[src/rtl/instruction_fetch_unit.sv]
// -----------------------------------------------------------------------------
// instruction_fetch_unit
//
// Decoupled fetch stage. It issues sequential word addresses to the
// instruction memory and collects the in-order responses in a small prefetch
// queue. The core receives {instruction, pc} through a valid/ready handshake.
// A redirect flushes the queue, marks every in-flight fetch for discard and
// restarts fetch at the new PC.
//
// Parameters
//   RESET_PC : first fetch address after reset (word aligned)
//   DEPTH    : prefetch queue entries (power of two, >= 2); also the limit on
//              queued plus in-flight fetches
//
// Ports
//   clock, reset          : clock, asynchronous active-low reset
//   redirect_valid/_pc    : restart fetch at redirect_pc (bits [1:0] ignored)
//   imem_req_valid/_ready : fetch request handshake, address on imem_req_addr
//   imem_rsp_valid/_data  : in-order response, no backpressure
//   inst_valid/_ready     : queue head handshake towards the core
//   inst_out, inst_pc     : head instruction and its PC (zero when empty)
// -----------------------------------------------------------------------------
module instruction_fetch_unit #(
    parameter logic [31:0] RESET_PC = 32'h0000_0000,
    parameter int          DEPTH    = 4
) (
    input  logic        clock,
    input  logic        reset,
    input  logic        redirect_valid,
    input  logic [31:0] redirect_pc,
    output logic        imem_req_valid,
    input  logic        imem_req_ready,
    output logic [31:0] imem_req_addr,
    input  logic        imem_rsp_valid,
    input  logic [31:0] imem_rsp_data,
    output logic        inst_valid,
    input  logic        inst_ready,
    output logic [31:0] inst_out,
    output logic [31:0] inst_pc
);

    localparam int PW = $clog2(DEPTH);  // queue pointer width
    localparam int CW = PW + 1;         // holds 0..DEPTH
    localparam int SW = PW + 2;         // count + outstanding without overflow

    localparam logic [CW-1:0] DEPTH_C = CW'(DEPTH);
    localparam logic [SW-1:0] DEPTH_S = SW'(DEPTH);

    // State
    logic [31:0]   fetch_pc_q, fetch_pc_d;
    logic [31:0]   rsp_pc_q, rsp_pc_d;
    logic [CW-1:0] count_q, count_d;
    logic [CW-1:0] outstanding_q, outstanding_d;
    logic [CW-1:0] drop_q, drop_d;
    logic [PW-1:0] rd_ptr_q, rd_ptr_d;
    logic [PW-1:0] wr_ptr_q, wr_ptr_d;

    // Queue storage: plain arrays without reset; validity is tracked by count_q.
    logic [31:0] pc_mem    [DEPTH];
    logic [31:0] instr_mem [DEPTH];

    logic          req_fire;
    logic          push;
    logic          pop;
    logic [SW-1:0] credit_sum;
    logic [31:0]   redirect_target;
    logic          unused_redirect_bits;

    assign unused_redirect_bits = ^redirect_pc[1:0];
    assign redirect_target      = {redirect_pc[31:2], 2'b00};

    // Every slot that is queued or already promised to an in-flight fetch
    // consumes one credit, so a response can never find the queue full.
    assign credit_sum = {1'b0, count_q} + {1'b0, outstanding_q};

    // Gated with reset so no request escapes while reset is held low.
    assign imem_req_valid = reset && !redirect_valid && (credit_sum < DEPTH_S);
    assign imem_req_addr  = fetch_pc_q;
    assign req_fire       = imem_req_valid && imem_req_ready;

    assign inst_valid = (count_q != '0);
    assign inst_out   = inst_valid ? instr_mem[rd_ptr_q] : 32'h0;
    assign inst_pc    = inst_valid ? pc_mem[rd_ptr_q]    : 32'h0;

    // A redirect cancels both queue operations of its cycle.
    assign pop  = inst_valid && inst_ready && !redirect_valid;
    assign push = imem_rsp_valid && (drop_q == '0) && !redirect_valid;

    always_comb begin
        fetch_pc_d    = req_fire ? fetch_pc_q + 32'd4 : fetch_pc_q;
        rsp_pc_d      = push ? rsp_pc_q + 32'd4 : rsp_pc_q;
        outstanding_d = outstanding_q + CW'(req_fire) - CW'(imem_rsp_valid);
        count_d       = count_q + CW'(push) - CW'(pop);
        rd_ptr_d      = pop  ? rd_ptr_q + PW'(1) : rd_ptr_q;
        wr_ptr_d      = push ? wr_ptr_q + PW'(1) : wr_ptr_q;
        drop_d        = drop_q;
        if (imem_rsp_valid && (drop_q != '0)) begin
            drop_d = drop_q - CW'(1);
        end

        if (redirect_valid) begin
            fetch_pc_d = redirect_target;
            rsp_pc_d   = redirect_target;
            count_d    = '0;
            rd_ptr_d   = '0;
            wr_ptr_d   = '0;
            // Everything still in flight after this cycle's response belongs
            // to the old path; this cycle's response is discarded as well.
            drop_d     = outstanding_d;
        end
    end

    always_ff @(posedge clock or negedge reset) begin
        if (!reset) begin
            fetch_pc_q    <= RESET_PC;
            rsp_pc_q      <= RESET_PC;
            count_q       <= '0;
            outstanding_q <= '0;
            drop_q        <= '0;
            rd_ptr_q      <= '0;
            wr_ptr_q      <= '0;
        end else begin
            fetch_pc_q    <= fetch_pc_d;
            rsp_pc_q      <= rsp_pc_d;
            count_q       <= count_d;
            outstanding_q <= outstanding_d;
            drop_q        <= drop_d;
            rd_ptr_q      <= rd_ptr_d;
            wr_ptr_q      <= wr_ptr_d;
        end
    end

    always_ff @(posedge clock) begin
        if (push) begin
            pc_mem[wr_ptr_q]    <= rsp_pc_q;
            instr_mem[wr_ptr_q] <= imem_rsp_data;
        end
    end

    // A push into a full queue without a simultaneous pop means the credit
    // accounting is broken.
    a_no_queue_overflow: assert property (
        @(posedge clock) disable iff (!reset)
        !(push && !pop && (count_q == DEPTH_C))
    );

endmodule

[config.mk]
export PLATFORM = sky130hd
export DESIGN_NAME = instruction_fetch_unit
export DESIGN_NICKNAME = d
export VERILOG_FILES = /design/src/rtl/instruction_fetch_unit.sv
export SDC_FILE = /design/constraint.sdc
export NUM_CORES = 1
export LEC_CHECK = 0
export ABC_AREA = 0
export BUFFER_PORTS_ARGS = -buffer_cell sky130_fd_sc_hd__clkbuf_2
export CORE_MARGIN = 5
export CORE_UTILIZATION = 58
export DETAILED_ROUTE_END_ITERATION = 10
export PLACE_DENSITY_LB_ADDON = 0.2
export SLEW_MARGIN = 20
export SYNTH_ARGS = -nofsm -noshare
export SYNTH_HDL_FRONTEND = slang
export SYNTH_SLANG_ARGS = --single-unit
[constraint.sdc]
create_clock -name clock -period 4.5 [get_ports clock]
set_input_delay 0.225 -clock clock [delete_from_list [all_inputs] [get_ports clock]]
set_output_delay 0.225 -clock clock [all_outputs]
set_load 0.1 [all_outputs]
==> flow_metrics.tcl <==
set metrics [dict create \
    yosysMostFrequentCell "edfxtp_1" \
    final_antenna_net_count 0 \
    grtUsageMet3_pct 3.19 \
    netSwitchingFraction_pct 45.2 \
    synth_top_area_share_pct 54.2 \
    netlist_instances 850 \
    first_global_vias 8374 \
    r2r_end "drop_q[2]" \
    critical_path_class "register to register" \
    drt_wl_total_mm 28.7 \
    max_freq_mhz 306 \
    syn-cell-area_mm2 0.0137 \
    clkPwrFrac_pct 24.6 \
    clockBufferDepth 3 \
    yosys.area.top_type "edfxtp_1" \
    cp_data_required_time_ns 4.97 \
    r2r-start "count_q[2]" \
    r2r_cells 13 \
    hp-start "inst_ready" \
    via_count 8129 \
    end_kind "register" \
    drcViolationCount 0 \
    whs_endpoint "rd_ptr_q[1]" \
    clock_sinks 321 \
    tightest_slew_ns 0.987 \
    synth.area.top_cells "edfxtp_1 (54%), dfrtp_1 (13%), mux4_2 (10%), and2_1 (3.0%), xnor2_1 (1.5%)" \
    worstHoldPathType "input pin to register" \
    cts_buffers 31 \
    wl_per_cell_um 20.2 \
    dp.final_hpwl_mm 17.6 \
    seqPwrFrac_pct 33.6 \
    clk_pin_slew_ns 0.06 \
    arrival_ns 3.73 \
    cts_tree "done" \
    start_util_pct 58.7 \
    cts_max_level 1 \
    cts_root_buf "clkbuf_16" \
    diodes 0 \
    grt-busiest-layer "met2" \
    dr.first_iter.drc_count 546 \
    p_int_mw 5.98 \
    async_reset_ff_share_pct 22.7 \
    die-area_mm2 0.0269 \
    synth.ff_latch_count 321 \
    via_per_inst 5.72 \
    syn2layout_area_growth_pct 20.6 \
    synthFlopType "edfxtp_1" \
    io_pins 168 \
    maxCapViolations 0 \
    grt.total_usage_pct 21.9 \
    die_h_um 164 \
    synth_area_per_cell_um2 16.2 \
    grt_max_degree 66 \
    critPathLaunchType "register" \
    powerDensity_mw_per_mm2 658 \
    pre_cts_ws_ns 1.25 \
    worst_slack_ns 1.23 \
    setup_viol 0 \
    die_w_um 164 \
    drive_gt1_share_pct 29.6 \
    synth_edf_count 248 \
    timing.critical_path.fanout_max 26 \
    grt_pass1_wl_mm 45.9 \
    outcome "finished clean" \
    ff2ff_setup_slack_ns 1.23 \
    power.switching_mw 4.93 \
    slew_headroom_pct 33.9 \
    fin_crit_ns 3.27 \
    finalHoldViolations 0 \
    netlist_top_cells_count "edfxtp_1 (248), dfrtp_1 (73), and2_1 (65)" \
    core_area_mm2 0.0234 \
    rows 56 \
    insertion_delay_ns 0.55 \
    setup_tns_ns 0 \
    fin_hold_ws_ns 0.0580 \
    met1_usage_pct 32.1 \
    antenna_found_initial 0 \
    clock_skew_ns 0.0108 \
    pwr-share-comb_pct 41.8 \
    ir_worst_vdd_uv 632 \
    fin_nets 1164 \
    grt_remaining_overflow 0 \
    yosys_warnings 0 \
    drtPass1Iterations 5 \
    power_leakage_nw 6.08 \
    drv_slew 0 \
    rsz0062_at_grt "false" \
    gp_congestion 0.824 \
    seq_area_frac_synth_pct 67.5 \
    hold_depth 4 \
    portBuffers 161 \
    yosys.cell_types.count 62 \
    min_period_over_period_pct 72.6 \
    met2_usage_pct 35.7 \
]
[timing repair]
| item | 4_1_cts | 5_1_grt |
|---|---|---|
| gates resized for setup | 0 | 0 |
| hold buffers | 62 | 0 |
| endpoints found under the hold margin | 193 | 0 |
| buffers inserted | 0 | 0 |
[metrics by stage]
stage               cells  utilization, %  instance area (um^2)  power (mW)
finish               1421            70.8                 16600        10.9
global route         1421            70.8                 16600        11.4
CTS                  1421            70.8                 16600        11.0
detailed placement   1302            63.6                 14900        8.27
global placement     1302            63.6                 14900        8.25
floorplan             853               -                 13700        7.50
[cells by family after synthesis]
| family | after synthesis | synth area share (%) |
|---|---|---|
| xor gates and xnor gates | 42 | 2.68 |
| DFF | 321 | 67.5 |
| other | 1 | 0.0273 |
| and+or+nand+nor | 253 | 11.3 |
| buffers and inverters | 60 | 2.00 |
| adders and majority gates | 16 | 1.57 |
| muxes | 75 | 11.2 |
| AOI/OAI and AO/OA | 82 | 3.67 |
[worst max-delay path: stages, from the launching register on]
cell	delay (ns)
dfrtp_1	0.40
ha_1	0.29
nor4_1	0.37
and4_1	0.24
buf_4	0.27
inv_2	0.25
ha_1	0.33
inv_1	0.06
ha_1	0.13
inv_1	0.05
fa_1	0.37
xnor2_1	0.25
nand2_1	0.08
o21ai_0	0.09
[registers in the layout, indices dropped and copies added, names as in the netlist]
name / cells
wr_ptr_q: 2
outstanding_q: 3
instr_mem: 128
pc_mem: 120
drop_q: 3
rsp_pc_q: 30
rd_ptr_q: 2
count_q: 3
imem_req_addr: 30
[metal layers]
layer,part of all wire (%),vias to the layer above,wire length (um)
met5,0,-,0
met4,1.8,0,524
met3,7.1,44,2040
met2,49,309,14100
met1,42,4049,12100
li1,-,3727,-
[power by group through the flow]
stage	registers (mW)	logic, mW	clock network [mW]
final	3.67	4.56	2.68
after global routing	3.71	4.77	2.88
after CTS	3.67	4.60	2.72
after detailed placement	3.73	4.54	0
after global placement	3.72	4.53	0
after floorplan	3.84	3.66	0
[placed cells by master (no fill, tap or decap), types with 14 or more instances in the layout]
cell type / n
clkbuf_2: 160
xor2_1: 19
dfrtp_1: 71
nand3_1: 36
and2_1: 65
ha_1: 14
edfxtp_1: 248
clkbuf_16: 31
dlygate4sd3_1: 62
nor2_1: 18
o21ai_0: 34
nand2_1: 50
mux4_2: 62
nand4_1: 16
and3_1: 15
xnor2_1: 23
[area by class of cell]
| type | instances | area (um^2) |
|---|---|---|
| sequential | 321 | 9280 |
| tap | 319 | 399 |
| inverter | 15 | 56.3 |
| timing repair buffer | 237 | 1570 |
| clock inverter | 21 | 267 |
| fill | 1572 | 6840 |
| multi-input combinational | 472 | 4200 |
| clock buffer | 36 | 795 |
[how the worst max path moves through the flow]
stage	start	slack [ns]	cells past startpoint	endpoint
final	count_q[2]	1.23	13	drop_q[2]
after global routing	count_q[2]	0.94	13	drop_q[2]
after CTS	count_q[2]	1.24	13	drop_q[2]
after detailed placement	count_q[2]	1.25	13	drop_q[2]
after global placement	count_q[2]	1.33	13	drop_q[2]
after floorplan	drop_q[0]	1.37	5	instr_mem[0][0]
No activity file was read; power rests on OpenSTA's default activity.
